===== config.mk =====
export PLATFORM = sky130hd
export DESIGN_NAME = if_stage_flat
export DESIGN_NICKNAME = d
export VERILOG_FILES = /design/src/rtl/if_stage_if.sv /design/src/rtl/if_stage.sv /design/src/flat_wrapper.sv
export SDC_FILE = /design/constraint.sdc
export NUM_CORES = 1
export LEC_CHECK = 0
export CAP_MARGIN = 20
export CORE_MARGIN = 2
export CORE_UTILIZATION = 52
export CTS_BUF_LIST = sky130_fd_sc_hd__clkbuf_4 sky130_fd_sc_hd__clkbuf_8 sky130_fd_sc_hd__clkbuf_16
export CTS_CLUSTER_DIAMETER = 100
export DETAILED_ROUTE_END_ITERATION = 16
export PLACE_DENSITY = 0.87
export SYNTH_ARGS = -nofsm -noshare
export SYNTH_HDL_FRONTEND = slang
export SYNTH_SLANG_ARGS = --single-unit

===== constraint.sdc =====
create_clock -name clk -period 20.5 [get_ports clk]
set_input_delay 6.15 -clock clk [delete_from_list [all_inputs] [get_ports clk]]
set_output_delay 6.15 -clock clk [all_outputs]
set_load 0.05 [all_outputs]

===== src/rtl/if_stage_if.sv =====
// Fetch-stage bundle: control/branch inputs from decode/execute and I-mem, fetch and IF/ID outputs.
// The slave modport is the fetch stage; the master modport is the surrounding pipeline.
interface if_stage_if;
  logic        stall;
  logic        flush;
  logic        branch;
  logic        cond_branch;
  logic        zero;
  logic [63:0] bus_imm;
  logic [63:0] branch_pc;
  logic [31:0] instr_in;
  logic [63:0] pc;
  logic [63:0] ifid_pc;
  logic [31:0] ifid_instr;
  logic        ifid_valid;
  logic        align_err;
  logic [31:0] fetch_count;

  modport master (
    output stall, flush, branch, cond_branch, zero, bus_imm, branch_pc, instr_in,
    input  pc, ifid_pc, ifid_instr, ifid_valid, align_err, fetch_count
  );

  modport slave (
    input  stall, flush, branch, cond_branch, zero, bus_imm, branch_pc, instr_in,
    output pc, ifid_pc, ifid_instr, ifid_valid, align_err, fetch_count
  );
endinterface


===== src/rtl/if_stage.sv =====
// Instruction fetch: PC register plus IF/ID register; one-cycle latency, redirect costs one bubble.
// Stall holds PC and IF/ID; a taken branch overrides stall, and flush or taken squashes IF/ID.
module if_stage #(
  parameter logic [63:0] RESET_PC = 64'h0
) (
  input logic        clk,
  input logic        rst,
  if_stage_if.slave  bus
);

  logic        taken;
  logic [63:0] target;
  logic [63:0] pc_q, pc_nxt;
  logic [63:0] ifid_pc_q;
  logic [31:0] ifid_instr_q;
  logic        ifid_valid_q;
  logic        align_err_q;
  logic [31:0] fetch_count_q;

  // Zero only matters when cond_branch is set; the AND masks an unknown flag.
  always_comb begin
    taken  = bus.branch | (bus.cond_branch & bus.zero);
    target = bus.branch_pc + bus.bus_imm;
    pc_nxt = pc_q + 64'd4;
    if (taken) begin
      pc_nxt = {target[63:2], 2'b00};
    end else if (bus.stall) begin
      pc_nxt = pc_q;
    end
  end

  always_ff @(posedge clk or posedge rst) begin
    if (rst) begin
      pc_q          <= RESET_PC;
      ifid_pc_q     <= 64'h0;
      ifid_instr_q  <= 32'h0;
      ifid_valid_q  <= 1'b0;
      align_err_q   <= 1'b0;
      fetch_count_q <= 32'h0;
    end else begin
      pc_q <= pc_nxt;
      // The instruction fetched alongside a redirect is wrong-path, so it becomes the bubble.
      if (taken || bus.flush) begin
        ifid_pc_q    <= 64'h0;
        ifid_instr_q <= 32'h0;
        ifid_valid_q <= 1'b0;
      end else if (!bus.stall) begin
        ifid_pc_q     <= pc_q;
        ifid_instr_q  <= bus.instr_in;
        ifid_valid_q  <= 1'b1;
        fetch_count_q <= fetch_count_q + 32'd1;
      end
      if (taken && (target[1:0] != 2'b00)) begin
        align_err_q <= 1'b1;
      end
    end
  end

  assign bus.pc          = pc_q;
  assign bus.ifid_pc     = ifid_pc_q;
  assign bus.ifid_instr  = ifid_instr_q;
  assign bus.ifid_valid  = ifid_valid_q;
  assign bus.align_err   = align_err_q;
  assign bus.fetch_count = fetch_count_q;

endmodule


===== src/flat_wrapper.sv =====
// flat-port wrapper written by rule: the top's interface ports become plain ports
module if_stage_flat 
#(
  parameter logic [63:0] RESET_PC = 64'h0
)
  (clk, rst, bus_stall, bus_flush, bus_branch, bus_cond_branch, bus_zero, bus_bus_imm, bus_branch_pc, bus_instr_in, bus_pc, bus_ifid_pc, bus_ifid_instr, bus_ifid_valid, bus_align_err, bus_fetch_count);
  if_stage_if bus_i ();
  input logic clk;
  input logic rst;
  input wire logic [$bits(bus_i.stall)-1:0] bus_stall;
  input wire logic [$bits(bus_i.flush)-1:0] bus_flush;
  input wire logic [$bits(bus_i.branch)-1:0] bus_branch;
  input wire logic [$bits(bus_i.cond_branch)-1:0] bus_cond_branch;
  input wire logic [$bits(bus_i.zero)-1:0] bus_zero;
  input wire logic [$bits(bus_i.bus_imm)-1:0] bus_bus_imm;
  input wire logic [$bits(bus_i.branch_pc)-1:0] bus_branch_pc;
  input wire logic [$bits(bus_i.instr_in)-1:0] bus_instr_in;
  output wire logic [$bits(bus_i.pc)-1:0] bus_pc;
  output wire logic [$bits(bus_i.ifid_pc)-1:0] bus_ifid_pc;
  output wire logic [$bits(bus_i.ifid_instr)-1:0] bus_ifid_instr;
  output wire logic [$bits(bus_i.ifid_valid)-1:0] bus_ifid_valid;
  output wire logic [$bits(bus_i.align_err)-1:0] bus_align_err;
  output wire logic [$bits(bus_i.fetch_count)-1:0] bus_fetch_count;
  assign bus_i.stall = bus_stall;
  assign bus_i.flush = bus_flush;
  assign bus_i.branch = bus_branch;
  assign bus_i.cond_branch = bus_cond_branch;
  assign bus_i.zero = bus_zero;
  assign bus_i.bus_imm = bus_bus_imm;
  assign bus_i.branch_pc = bus_branch_pc;
  assign bus_i.instr_in = bus_instr_in;
  assign bus_pc = bus_i.pc;
  assign bus_ifid_pc = bus_i.ifid_pc;
  assign bus_ifid_instr = bus_i.ifid_instr;
  assign bus_ifid_valid = bus_i.ifid_valid;
  assign bus_align_err = bus_i.align_err;
  assign bus_fetch_count = bus_i.fetch_count;
  if_stage #(.RESET_PC(RESET_PC)) u_core (.clk(clk), .rst(rst), .bus(bus_i));
endmodule

==> flow_summary.ini <==
[power_and_ir_drop]
power_density_nw_per_um2 = 79.1
power.leakage_nw = 6.89
ir_drop_mv = 0.0504

[clock_tree]
postCtsResizedCells = 0
root_buffer = clkbuf_16
cts.htree.levels = 4
clk_pin_slew_ps = 80
cts_buffer_depth = 2
clk_latency_ps = 420
cts_buffers = 17
cts_tree = done
post_cts_buffers = 0
clock_sinks = 190
holdBufCountCts = 0

[floorplan]
num_io_pins = 361
dieArea_sq_um = 24900
core_sq_um = 23300
die_y_um = 158
rows = 56
initial_core_util_pct = 52.8
die_x_um = 158

[global_route]
gr-usage-all-layers_pct = 31.7
first_global_vias = 11500
top_usage_layer = met2
gr-usage-met1_pct = 45.8
grt_pass1_wl_mm = 62.6
antenna_found_initial = 0
grt_overflow_total = 0
grt_start_max_net_pins = 127
use_met2_pct = 49.0
met3_usage_pct = 4.46

[timing]
relSlewSlack_pct = 30.7
tightest_slew_ps = 1040
fin_ws_ps = 11180
layout_min_cycle_time_ps = 9320
finClkSkew_ps = 16.1
hold_ws_ps = 481
grt_setup_unrepaired = false
setup_viol = 0
max_freq_ghz = 0.107
drv_slew = 0
fin_crit_sh_pct = 45.5
finalHoldViolCount = 0
tns_ps = 0

[logic_synthesis]
synth_warnings = 0
async_flop_share_pct = 100
ys_seq_area_share_pct = 38.6
synth.distinct_cells = 69
synth_flop_cell = dfrtp_1
synthesis.area_sq_um = 12300
synth_seq_cells = 190
synth.avg_cell_area_sq_um = 9.00
synth-edff-count = 0
synthCells = 1368

[route]
drtPass1Iterations = 6
num_vias = 12300
routed_wl_mm = 40.4
detail_route.wl_per_cell_um = 20.1
antenna_left = 0
via_per_inst = 6.13
drc = 0
drtIter0Drc = 1155

[critical_path]
startpoint_type = input pin
critical-path-slowest-cell = a211oi_1
crit_fanout = 10
slowest_delay_ps = 610
crit_arrival_ps = 9640
required_ps = 20830
critPathCaptureType = register
crit_type = in2reg
path_cells = clkdlybuf4s50_1, ha_1, nand4_1, nor4_1, nand2_1, a211oi_1, nor4b_2, o21ai_0, nor4b_1, a311oi_1

[finish]
num-nets-final = 1911
area_growth_pct = 35.2
drive_gt1_share_pct = 3.55
n_antenna_cell = 0

[place]
port_buffers = 356
gp_congestion = 0.983
dp_hpwl_mm = 30.8
post-place-ws_ps = 10910

[run]
cap_viol_max_count = 0

[status]
outcome = finished, final reports clean

[worst_hold_path]
worst_hold_path_type = reg2reg
==> state kept, by name, indices dropped and copies added, names as in the netlist <==
signal                  cells
u_core.bus.align_err        1
u_core.bus.fetch_count     32
u_core.bus.ifid_instr      32
u_core.bus.ifid_pc         62
u_core.bus.ifid_valid       1
u_core.bus.pc              62
==> report_power, final <==
part,switching [mW],internal [mW]
logic,0.316,0.184
clock network,0.159,0.174
registers,0.0709,0.412
total,0.546,0.771
==> logic make-up (layout without fill, tap and decap cells) <==
kind of cell,Yosys count,count (layout),share of synthesized area (%)
fa+ha+maj,66,66,6.77
other cells,1,4,0.0305
xor+xnor,135,135,9.61
flops,190,190,38.6
compound gates,394,394,21.8
mux,11,11,0.915
buf+inv,106,425,3.57
simple gates,465,465,18.7
==> path summary, 6_finish.rpt <==
path                            slack [ps]                              startpoint  depth (start not counted)                                endpoint
min in group asynchronous             6310                                     rst                          2  u_core.bus.fetch_count[13]$_DFFE_PP0P_
worst min register to register         480  u_core.bus.fetch_count[31]$_DFFE_PP0P_                          1  u_core.bus.fetch_count[31]$_DFFE_PP0P_
worst max-delay path                 11180                       bus_branch_pc[34]                         10           u_core.bus.pc[62]$_DFFE_PP0N_
worst max register to register       17380            u_core.bus.pc[3]$_DFFE_PP0N_                          9           u_core.bus.pc[62]$_DFFE_PP0N_
max in group asynchronous            12800                                     rst                          3           u_core.bus.pc[36]$_DFFE_PP0N_
worst min-delay path                   480  u_core.bus.fetch_count[31]$_DFFE_PP0P_                          1  u_core.bus.fetch_count[31]$_DFFE_PP0P_
==> cell usage in the layout, fill, tap and decap left out, types with 6 or more instances in the layout <==
| cell | count |
|---|---|
| and2_1 | 13 |
| and3_1 | 20 |
| inv_1 | 29 |
| xor2_1 | 53 |
| o21a_1 | 11 |
| and4_1 | 13 |
| o211ai_1 | 11 |
| a22o_1 | 94 |
| nor3_1 | 37 |
| o21bai_1 | 11 |
| a31oi_1 | 7 |
| dfrtp_1 | 190 |
| mux2i_1 | 9 |
| clkdlybuf4s50_1 | 356 |
| nand2_1 | 122 |
| or3_1 | 9 |
| a21oi_1 | 110 |
| nand4_1 | 43 |
| nor2b_1 | 6 |
| inv_8 | 7 |
| a21o_1 | 15 |
| o21ai_0 | 67 |
| nor2_1 | 111 |
| nand3_1 | 56 |
| clkbuf_16 | 17 |
| a211oi_1 | 17 |
| nor4_1 | 12 |
| buf_4 | 7 |
| xnor2_1 | 82 |
| ha_1 | 65 |
==> per-layer routing <==
metal / vias to the layer above / wire length [um]
met5: - / 0
met4: 0 / 1220
met3: 78 / 3440
met2: 680 / 18400
met1: 5897 / 17400
li1: 5658 / -
==> cell type report <==
cell class / instances / area, sq um
multi-input cells: 1075 / 7140
fillers: 1776 / 6690
flip-flops and latches: 190 / 4750
repair buffers: 364 / 3630
clock buffers: 17 / 425
well taps: 319 / 399
clock inverters: 14 / 170
inverters: 30 / 120
==> worst max-delay path, delay by kind of cell <==
kind	cells	cell delay, ps
buf+inv	1	410
compound gates	3	1390
simple gates	5	1140
fa+ha+maj	1	540
==> stage by stage <==
stage / total power, mW / utilization [%] / std cells / cell area, sq um
finish: 1.32 / 71.3 / 2009 / 16600
floorplan: 0.783 / - / 1371 / 12300
global placement: 0.971 / 68.7 / 1977 / 16000
detailed placement: 0.978 / 68.7 / 1977 / 16000
CTS: 1.31 / 71.3 / 2008 / 16600
global route: 1.37 / 71.3 / 2009 / 16600
==> Yosys cell counts (5+ instances only) <==
cell      instances  area, sq um
o22ai_1           5         31.3
and2_1           13         81.3
o211ai_1         11         82.6
mux2i_1           9         90.1
o21a_1           11         82.6
dfrtp_1         190         4750
xnor2_1          82          718
o31ai_1           5         37.5
buf_4             8         60.1
nor4_1           12         75.1
nand4_1          43          269
inv_1            30          113
buf_2             8         40.0
ha_1             65          813
or3_1             9         56.3
a31oi_1           7         43.8
a21oi_1         111          556
o21ai_0          67          335
nor3_1           37          185
nand2b_1          5         31.3
a211oi_1         17          128
and3_1           20          125
and4_1           13          114
nand2_1         122          458
xor2_1           53          464
a21o_1           16          120
o21bai_1         11         82.6
nor2b_1           6         37.5
nor2_1          111          417
a22o_1           94          823
nand3_1          56          280
clkbuf_1         55          206
No activity file was read; power rests on OpenSTA's default activity.
